--- config.mk ---
export PLATFORM = sky130hd
export DESIGN_NAME = pipeline_hazard_control
export DESIGN_NICKNAME = d
export VERILOG_FILES = /design/src/rtl/pipeline_hazard_control.sv
export SDC_FILE = /design/constraint.sdc
export NUM_CORES = 1
export LEC_CHECK = 0
export CORE_ASPECT_RATIO = 1.25
export CORE_MARGIN = 5
export CORE_UTILIZATION = 45
export CTS_CLUSTER_SIZE = 40
export DETAILED_ROUTE_END_ITERATION = 8
export PLACE_DENSITY = 0.79
export SLEW_MARGIN = 20
export SYNTH_ARGS = -nofsm -noshare
export SYNTH_HDL_FRONTEND = slang
export SYNTH_SLANG_ARGS = --single-unit
--- constraint.sdc ---
create_clock -name clk -period 4.8 [get_ports clk]
set_clock_uncertainty 0.15 [all_clocks]
set_input_delay 1.2 -clock clk [delete_from_list [all_inputs] [get_ports clk]]
set_output_delay 1.2 -clock clk [all_outputs]
set_load 0.01 [all_outputs]
--- src/rtl/pipeline_hazard_control.sv ---
// Pipeline hazard sequencer for the 5-stage RV32 core.
// Scoreboard RAW stalls, memory freeze and redirect flush/squash.
module pipeline_hazard_control #(
  parameter int ADDR_WIDTH = 32,
  parameter int TAG_WIDTH  = 5,
  parameter int NUM_REGS   = 32,
  parameter int CNT_WIDTH  = 2
) (
  input  logic                  clk,
  input  logic                  reset,
  input  logic                  dec_valid,
  input  logic [TAG_WIDTH-1:0]  dec_rs1,
  input  logic [TAG_WIDTH-1:0]  dec_rs2,
  input  logic                  dec_use_rs1,
  input  logic                  dec_use_rs2,
  input  logic [TAG_WIDTH-1:0]  dec_rd,
  input  logic                  dec_wbv,
  input  logic                  wb_valid,
  input  logic [TAG_WIDTH-1:0]  wb_rd,
  input  logic                  mem_req_valid,
  input  logic                  mem_rsp_valid,
  input  logic                  ex_redirect_valid,
  input  logic [ADDR_WIDTH-1:0] ex_redirect_pc,
  output logic                  stall_fetch,
  output logic                  stall_decode,
  output logic                  stall_execute,
  output logic                  bubble_de,
  output logic                  flush_fd,
  output logic                  flush_de,
  output logic                  redirect_valid,
  output logic [ADDR_WIDTH-1:0] redirect_pc,
  output logic                  drop_fetch,
  output logic                  dec_issue,
  output logic [1:0]            ctrl_state,
  output logic                  sb_error
);

  typedef enum logic [1:0] {
    RUN      = 2'd0,
    MEM_WAIT = 2'd1,
    REDIRECT = 2'd2
  } state_t;

  localparam logic [CNT_WIDTH-1:0] CNT_MAX = '1;
  localparam logic [CNT_WIDTH-1:0] CNT_ONE = CNT_WIDTH'(1);
  localparam logic [TAG_WIDTH-1:0] TAG_ZERO = '0;

  state_t               state;
  logic [CNT_WIDTH-1:0] cnt [NUM_REGS];

  logic mem_stall;
  logic hazard;
  logic redirect_fire;
  logic rs1_busy;
  logic rs2_busy;
  logic rd_full;

  logic                inc;
  logic                dec;
  logic                same_tag;
  logic                ovf;
  logic                unf;
  logic [NUM_REGS-1:0] inc_vec;
  logic [NUM_REGS-1:0] dec_vec;

  // Tag 0 slot stays at zero, so reads need no special guard.
  assign rs1_busy = dec_use_rs1
                 && (dec_rs1 != TAG_ZERO)
                 && (cnt[dec_rs1] != '0);
  assign rs2_busy = dec_use_rs2
                 && (dec_rs2 != TAG_ZERO)
                 && (cnt[dec_rs2] != '0);
  assign rd_full  = dec_wbv
                 && (dec_rd != TAG_ZERO)
                 && (cnt[dec_rd] == CNT_MAX);

  assign mem_stall     = mem_req_valid && !mem_rsp_valid;
  assign hazard        = dec_valid
                      && (rs1_busy || rs2_busy || rd_full);
  assign redirect_fire = ex_redirect_valid && !mem_stall;

  assign stall_execute  = mem_stall;
  assign stall_fetch    = mem_stall
                       || (hazard && !redirect_fire);
  assign stall_decode   = stall_fetch;
  assign bubble_de      = hazard && !mem_stall
                       && !redirect_fire;
  assign flush_fd       = redirect_fire;
  assign flush_de       = redirect_fire;
  assign redirect_valid = redirect_fire;
  assign redirect_pc    = ex_redirect_pc;
  assign dec_issue      = dec_valid && !hazard
                       && !mem_stall && !redirect_fire;
  assign drop_fetch     = (state == REDIRECT);
  assign ctrl_state     = state;

  assign inc      = dec_issue && dec_wbv
                 && (dec_rd != TAG_ZERO);
  assign dec      = wb_valid && (wb_rd != TAG_ZERO);
  assign same_tag = inc && dec && (dec_rd == wb_rd);

  // Issue and retire of one tag cancel out.
  assign inc_vec = (inc && !same_tag)
                 ? (NUM_REGS'(1) << dec_rd) : '0;
  assign dec_vec = (dec && !same_tag)
                 ? (NUM_REGS'(1) << wb_rd) : '0;

  assign ovf = inc && !same_tag
            && (cnt[dec_rd] == CNT_MAX);
  assign unf = dec && !same_tag
            && (cnt[wb_rd] == '0);

  always_ff @(posedge clk) begin
    if (reset) begin
      for (int r = 0; r < NUM_REGS; r++) begin
        cnt[r] <= '0;
      end
      sb_error <= 1'b0;
    end else begin
      for (int r = 1; r < NUM_REGS; r++) begin
        if (inc_vec[r] && cnt[r] != CNT_MAX) begin
          cnt[r] <= cnt[r] + CNT_ONE;
        end else if (dec_vec[r] && cnt[r] != '0) begin
          cnt[r] <= cnt[r] - CNT_ONE;
        end
      end
      if (ovf || unf) begin
        sb_error <= 1'b1;
      end
    end
  end

  always_ff @(posedge clk) begin
    if (reset) begin
      state <= RUN;
    end else begin
      unique case (state)
        RUN, REDIRECT: begin
          if (redirect_fire) begin
            state <= REDIRECT;
          end else if (mem_stall) begin
            state <= MEM_WAIT;
          end else begin
            state <= RUN;
          end
        end
        MEM_WAIT: begin
          if (redirect_fire) begin
            state <= REDIRECT;
          end else if (mem_rsp_valid) begin
            state <= RUN;
          end
        end
        default: state <= RUN;
      endcase
    end
  end

endmodule

==> out/metrics.csv, run 1 <==
stage;metric;value;unit
status;outcome;completed;
place;dp_cells;876;
worst_setup_path;timing.rr.end;cnt[24][0];
worst_setup_path;worst_path_most_repeated_cell;sky130_fd_sc_hd__buf_4;
logic_synthesis;synth_enable_flop_cells;62;
routing;average_wire_length_per_cell_after_detail_routing;21.4;um
logic_synthesis;synthesis.instances;686;
logic_synthesis;synthesis.area;0.00597;mm2
floorplanning;die_area;0.0157;mm2
worst_setup_path;worst_path_largest_cell_delay;0.42;ns
flow_run;reported_max_cap_violation_count;0;
worst_setup_path;endpoint;bubble_de;
floorplanning;floorplan.initialDensity;45.5;%
routing;initial_detailed_routing_violation_count;672;
place;setup_ws_pre_cts;-0.552;ns
routing;final_antenna_net_count;0;
finish;final_design_area_excluding_fillers;0.00696;mm2
sta;max_slew_headroom;41.9;%
global_routing;grt_remaining_overflow;0;
floorplanning;die_h;139;um
clock_network;cts.sinks;65;
logic_synthesis;yosys-top-cells-area;sky130_fd_sc_hd__edfxtp_1 31%, sky130_fd_sc_hd__mux4_2 7.9%, sky130_fd_sc_hd__nor2_1 4.8%;
logic_synthesis;syn_nets;750;
worst_setup_path;path_delay_family;buffers and inverters;
floorplanning;rows;47;
global_routing;antenna_found_initial;0;
sta;final-hold-violation-count;0;
place;gp_weighted_congestion;1.04;
sta;worst-slew-pin-transition;0.863;ns
power;cell_internal_pwr;1.23;mW
routing;vias;6024;
min_path;worst_hold_startpoint;sb_error;
logic_synthesis;yosys_register_bits;65;
logic_synthesis;synth_cell_type_count;75;
sta;post-route-period-util;98.7;%
worst_setup_path;worst-path-max-fanout;13;
place;port-buffer-count;41;
sta;final.min_clock_period;4.74;ns
clock_network;tritoncts.num_buffers;9;
worst_setup_path;critical_path_depth;12;
worst_setup_path;timing.critical_path.buf_inv;5;
clock_network;clockBufferDepth;2;
logic_synthesis;synthMostInstantiatedCell;sky130_fd_sc_hd__nor2_1;
sta;fmax;211;MHz
worst_setup_path;critical_path.slowest_cell;sky130_fd_sc_hd__a221oi_1;
logic_synthesis;synthesis.area_per_instance;8.70;um2
power;cellPowerDensity;250;mW/mm2
power;comb_power_share;21.6;%
worst_setup_path;timing.critical_path.from;dec_rd[2];
worst_setup_path;worst_reg_to_reg_setup_slack;1.21;ns
worst_setup_path;critPathRequiredTime;3.45;ns
floorplanning;horiz_die_dim;113;um
finish;final_net_count;781;
power;switchingPower;0.506;mW
finish;area_delta_synth_final;16.6;%
sta;layout_setup_ws;0.0615;ns
logic_synthesis;postSynth.topFlopCell;sky130_fd_sc_hd__edfxtp_1;
logic_synthesis;ys_async_sr_fraction;0;%
routing;detail_route.drc_violations;0;
routing;detailedRoute.firstPassIterationCount;7;
global_routing;globalRouteTotalUtil;24.0;%
power;peakVddDrop;254;uV
floorplanning;placeableCoreArea;0.0131;mm2
worst_setup_path;critical_path.startpoint_type;primary input;
global_routing;grt_pass1_wl;30100;um
clock_network;ctsRootBufferMaster;sky130_fd_sc_hd__clkbuf_16;
clock_network;cts_tree;yes;
power;power.clock.fraction;37.9;%
logic_synthesis;ys_warn_count;0;
place;post_dp_cell_area;0.00662;mm2
global_routing;first_global_vias;5869;
power;power.share.switching;29.1;%
power;total_leakage_power;2.43;nW
logic_synthesis;ys_top_cells_by_count;76 x sky130_fd_sc_hd__nor2_1, 64 x sky130_fd_sc_hd__nand2_1, 62 x sky130_fd_sc_hd__edfxtp_1, 36 x sky130_fd_sc_hd__buf_4, 35 x sky130_fd_sc_hd__a21oi_1;
logic_synthesis;synth_largest_area_cell;sky130_fd_sc_hd__edfxtp_1;
clock_network;clkTransAtPathRegs;0.05;ns
finish;share_of_post_route_cells_with_drive_strength_above_1;19.5;%
logic_synthesis;synth_top_cell_area_share;31.2;%
min_path;hold_path_class;flop to flop;
power;seq_power_share;40.5;%
sta;worst_hold_slack;0.327;ns
finish;final_cell_count_no_fill;894;
worst_setup_path;critical_path_class;primary input to primary output;
logic_synthesis;yosysSeqAreaShare;32.2;%
sta;setup_tns;0;ns
place;hpwl;14400;um
sta;timing.final.setup_violations;0;
routing;post_drt_via_cell_ratio;6.74;
worst_setup_path;setup.worst_path.end_class;primary output;
routing;route.final.wire_length;19100;um
worst_setup_path;critical_path_cell_by_cell;clkdlybuf4s50_1 > buf_4 > buf_12 > nand4b_1 > o311a_1 > a221oi_1 > a31oi_2 > nand4_2 > buf_4 > nor2_1 > nor3_1 > buf_2;
clock_network;clk_latency_worst_skew_pair;0.34;ns
worst_setup_path;ff2ff_path_depth;10;
worst_setup_path;r2r-start;cnt[25][0];
clock_network;h-tree-depth;3;
sta;final-max-slew-violation-count;0;
floorplanning;ioPinCount;106;
worst_setup_path;arrival;3.39;ns
global_routing;grt_max_degree;36;
clock_network;cts-hold-fix-buffers;0;
==> power groups by stage <==
stage	registers (mW)	clock network (mW)	logic, mW
global placement	0.711	0	0.349
CTS	0.702	0.664	0.365
global route	0.709	0.688	0.399
floorplan	0.701	0	0.247
detailed placement	0.713	0	0.360
finish	0.704	0.658	0.375
==> cells by family (layout without fill, tap and decap cells) <==
logic type | after synthesis | in the layout | share of synthesized area, %
muxes | 25 | 25 | 8.64
AOI/OAI and AO/OA | 171 | 171 | 20.0
other | 0 | 1 | 0
xor gates and xnor gates | 18 | 18 | 2.64
and+or+nand+nor | 291 | 291 | 26.3
adders and majority gates | 2 | 2 | 0.419
buffers and inverters | 114 | 150 | 9.87
DFF | 65 | 65 | 32.2
==> state kept, by name (all words and copies together), names as in the netlist <==
register	flops
cnt	62
ctrl_state	2
sb_error	1
==> metrics by stage <==
stage	util, %	power (mW)
after floorplan	-	0.949
after global placement	50.5	1.06
after detailed placement	50.5	1.07
after CTS	52.8	1.73
after global routing	53.1	1.80
final	53.1	1.74
==> worst min-delay path by stage <==
stage / end / slack, ns / depth (start not counted)
after global placement: sb_error / 0.31 / 1
final: sb_error / 0.33 / 1
after global routing: sb_error / 0.37 / 1
after detailed placement: sb_error / 0.33 / 1
after CTS: sb_error / 0.34 / 1
after floorplan: sb_error / 0.36 / 1
==> layer usage <==
metal	up-vias	wire length, um	GRT usage (%)	share of wire [%]
met3	92	2060	4.06	11
met5	-	0	0	0
met4	0	1080	13.2	5.7
met1	2859	6920	30.0	36
met2	431	9080	39.1	47
li1	2642	-	-	-
==> cell usage in the layout (no fill, tap or decap), drive strengths merged, types with 11 or more instances in the layout <==
master,count
nor3,17
or4,24
clkbuf,11
nor2,77
mux4,21
nand3,15
inv,30
nor2b,12
a21oi,41
clkdlybuf4s50,32
o21ai,33
o211ai,23
edfxtp,62
nor4,17
xor2,12
buf,68
nand2b,13
nand2,64
==> repair_timing <==
item | 4_1_cts | 5_1_grt
pin swaps | 5 | 3
setup buffers | 1 | 0
setup endpoints to repair | 4 | 2
resized for setup | 32 | 6
endpoints found under the hold margin | 0 | 0
==> layout make-up <==
type | count | area (um2)
Antenna cell | 1 | 2.50
Clock inverter | 5 | 55.1
Timing Repair Buffer | 104 | 890
Inverter | 30 | 114
Sequential cell | 65 | 1920
Tap cell | 171 | 214
Clock buffer | 11 | 233
Fill cell | 1177 | 6150
Multi-Input combinational cell | 507 | 3530
No activity file was read; power rests on OpenSTA's default activity.
==> run 2, diff against run 1 <==
--- a/config.mk
+++ b/config.mk
@@ -6,9 +6,9 @@
 export NUM_CORES = 1
 export LEC_CHECK = 0
 export CORE_ASPECT_RATIO = 1.25
-export CORE_MARGIN = 5
 export CORE_UTILIZATION = 45
-export CTS_CLUSTER_SIZE = 40
+export CTS_CLUSTER_DIAMETER = 40
+export CTS_CLUSTER_SIZE = 20
 export DETAILED_ROUTE_END_ITERATION = 8
 export PLACE_DENSITY = 0.79
 export SLEW_MARGIN = 20
==> out/metrics.csv, run 2 (synthesis gave the netlist of run 1 again) <==
stage;metric;value;unit;change
status;outcome;completed;;unchanged
global_routing;grt_max_degree;34;;was 36
worst_setup_path;critical_path_cell_by_cell;clkdlybuf4s50_1 > buf_4 > nor4_1 > nor3_1 > a22oi_1 > a31o_2 > nand4_2 > or2_2 > nor3_2 > buf_2;;was clkdlybuf4s50_1 > buf_4 > buf_12 > nand4b_1 > o311a_1 > a221oi_1 > a31oi_2 > nand4_2 > buf_4 > nor2_1 > nor3_1 > buf_2
finish;largest_register_ffs;62;;unchanged
worst_setup_path;worst_path_largest_cell_delay;0.40;ns;was 0.42 ns
worst_setup_path;critical_path.slowest_cell;sky130_fd_sc_hd__clkdlybuf4s50_1;;was sky130_fd_sc_hd__a221oi_1
sta;grt_setup_unrepaired;true;;
routing;vias;6086;;was 6,024
global_routing;grt_remaining_overflow;0;;unchanged
power;power.share.switching;29.0;%;was 29.1%
power;seq_power_share;40.9;%;was 40.5%
routing;initial_detailed_routing_violation_count;584;;was 672
floorplanning;placeableCoreArea;0.0128;mm2;was 0.0131 mm2
place;port-buffer-count;41;;unchanged
clock_network;clk_latency_worst_skew_pair;0.35;ns;was 0.34 ns
power;cell_internal_pwr;1.23;mW;about the same
finish;layout_commonest_cell;sky130_fd_sc_hd__nor2_1;;unchanged
finish;antenna_cells;0;;was 1
place;gp_weighted_congestion;1.04;;about the same
routing;route.final.wire_length;19700;um;was 19,100 um
place;dp_cells;882;;was 876
worst_setup_path;critical_path_class;primary input to primary output;;unchanged
routing;post_drt_via_cell_ratio;6.77;;was 6.74
finish;final_cell_count_no_fill;899;;was 894
worst_setup_path;worst_reg_to_reg_setup_slack;1.11;ns;was 1.21 ns
clock_network;cts.sinks;65;;unchanged
worst_setup_path;arrival;3.38;ns;was 3.39 ns
finish;final_net_count;790;;was 781
finish;multiInputGateArea;0.00357;mm2;was 0.00353 mm2
clock_network;clkTransAtPathRegs;0.05;ns;about the same
sta;worst-slew-pin-transition;1.02;ns;was 0.863 ns
floorplanning;horiz_die_dim;105;um;was 113 um
power;power.clock.fraction;36.9;%;was 37.9%
routing;detailedRoute.firstPassIterationCount;7;;unchanged
global_routing;grt_pass1_wl;30100;um;about the same
routing;average_wire_length_per_cell_after_detail_routing;21.9;um;was 21.4 um
global_routing;antenna_found_initial;0;;unchanged
worst_setup_path;setup.worst_path.end_class;primary output;;unchanged
power;switchingPower;0.502;mW;was 0.506 mW
clock_network;h-tree-depth;3;;unchanged
clock_network;clockBufferDepth;2;;unchanged
sta;timing.final.setup_violations;0;;unchanged
global_routing;globalRouteTotalUtil;28.9;%;was 24.0%
flow_run;reported_max_cap_violation_count;0;;unchanged
worst_setup_path;timing.rr.end;cnt[15][1];;was cnt[24][0]
floorplanning;die_area;0.0137;mm2;was 0.0157 mm2
min_path;hold_path_class;flop to flop;;unchanged
worst_setup_path;path_delay_family;simple AND/OR/NAND/NOR gates;;was buffers and inverters
finish;final_core_util;54.8;%;was 53.1%
finish;layout.cells.most_common_list;76 x sky130_fd_sc_hd__nor2_1, 70 x sky130_fd_sc_hd__buf_4, 64 x sky130_fd_sc_hd__nand2_1;;was 76 x sky130_fd_sc_hd__nor2_1, 64 x sky130_fd_sc_hd__nand2_1, 62 x sky130_fd_sc_hd__edfxtp_1
sta;final.min_clock_period;4.73;ns;was 4.74 ns
sta;max_slew_headroom;31.2;%;was 41.9%
finish;final_design_area_excluding_fillers;0.00703;mm2;was 0.00696 mm2
sta;post-route-period-util;98.6;%;was 98.7%
worst_setup_path;ff2ff_path_depth;9;;was 10
finish;share_of_post_route_cells_with_drive_strength_above_1;20.9;%;was 19.5%
finish;sequential_cell_area;0.00192;mm2;unchanged
finish;area_delta_synth_final;17.8;%;was 16.6%
floorplanning;die_h;131;um;was 139 um
worst_setup_path;critical_path.startpoint_type;primary input;;unchanged
worst_setup_path;worst-path-max-fanout;12;;was 13
sta;final-max-slew-violation-count;0;;unchanged
worst_setup_path;timing.critical_path.buf_inv;3;;was 5
worst_setup_path;critPathRequiredTime;3.45;ns;about the same
floorplanning;ioPinCount;106;;unchanged
power;finalPower;1.73;mW;was 1.74 mW
floorplanning;floorplan.initialDensity;46.5;%;was 45.5%
power;cellPowerDensity;246;mW/mm2;was 250 mW/mm2
power;comb_power_share;22.2;%;was 21.6%
sta;final-hold-violation-count;0;;unchanged
finish;fillers;1092;;was 1,177
power;total_leakage_power;2.47;nW;was 2.43 nW
global_routing;first_global_vias;5858;;was 5,869
sta;fmax;211;MHz;about the same
place;hpwl;14600;um;was 14,400 um
clock_network;ctsRootBufferMaster;sky130_fd_sc_hd__clkbuf_16;;unchanged
worst_setup_path;timing.critical_path.from;dec_rs2[2];;was dec_rd[2]
floorplanning;rows;46;;was 47
worst_setup_path;r2r-start;cnt[22][0];;was cnt[25][0]
routing;detail_route.drc_violations;0;;unchanged
worst_setup_path;critical_path_depth;10;;was 12
worst_setup_path;endpoint;dec_issue;;was bubble_de
routing;final_antenna_net_count;0;;unchanged
clock_network;tritoncts.num_buffers;9;;unchanged
clock_network;cts_tree;yes;;unchanged
sta;setup_tns;0;ns;unchanged
place;post_dp_cell_area;0.00666;mm2;was 0.00662 mm2
power;peakVddDrop;168;uV;was 254 uV
finish;top_register;cnt;;unchanged
[run 2: per-layer routing]
layer	global-route usage (%)	part of all wire (%)	vias to the layer above
met1	32.8	36	2867
met2	47.7	47	434
met5	0	0	-
li1	-	-	2663
met3	6.25	9.8	122
met4	23.4	6.9	0
[run 2: worst min path at each step]
stage          cells past startpoint     start       end
3_5_place_dp                       1  sb_error  sb_error
6_report                           1  sb_error  sb_error
3_3_place_gp                       1  sb_error  sb_error
2_1_floorplan                      1  sb_error  sb_error
4_1_cts                            1  sb_error  sb_error
5_1_grt                            1  sb_error  sb_error
[run 2: cell type report]
cell class	instances	share of cell area [%]
flip-flops and latches	65	27.3
clock inverters	5	0.659
inverters	30	1.62
well taps	168	2.99
repair buffers	113	13.2
multi-input cells	507	50.9
clock buffers	11	3.31
[run 2: worst register-to-register path: stages (launching register included)]
cell,delay (ns)
sky130_fd_sc_hd__edfxtp_1,0.50
sky130_fd_sc_hd__nor2_1,0.20
sky130_fd_sc_hd__mux4_2,0.49
sky130_fd_sc_hd__mux2_2,0.29
sky130_fd_sc_hd__a22o_4,0.24
sky130_fd_sc_hd__buf_4,0.14
sky130_fd_sc_hd__o311ai_4,0.29
sky130_fd_sc_hd__nor2_4,0.23
sky130_fd_sc_hd__or3_1,0.50
sky130_fd_sc_hd__o21ai_0,0.34
[run 2: stage by stage]
stage	worst slack (ns)	hold slack [ns]
after CTS	0.0684	0.329
after floorplan	0.0949	0.359
after global routing	-0.0897	0.358
after global placement	-0.589	0.311
after detailed placement	-0.653	0.317
final	0.0651	0.320
[run 2: what timing repair did]
action / in CTS / in global routing
endpoints found under the setup margin: 4 / 4
resized for setup: 29 / 13
hold buffers: 0 / 0
pin swaps: 4 / 3
setup buffers: 1 / 0
[run 2: power groups by stage]
stage                     Sequential, mW  Clock (mW)  Combinational, mW
after global placement             0.712           0              0.349
after floorplan                    0.701           0              0.247
final                              0.707       0.638              0.385
after CTS                          0.704       0.642              0.368
after global routing               0.711       0.664              0.408
after detailed placement           0.715           0              0.361
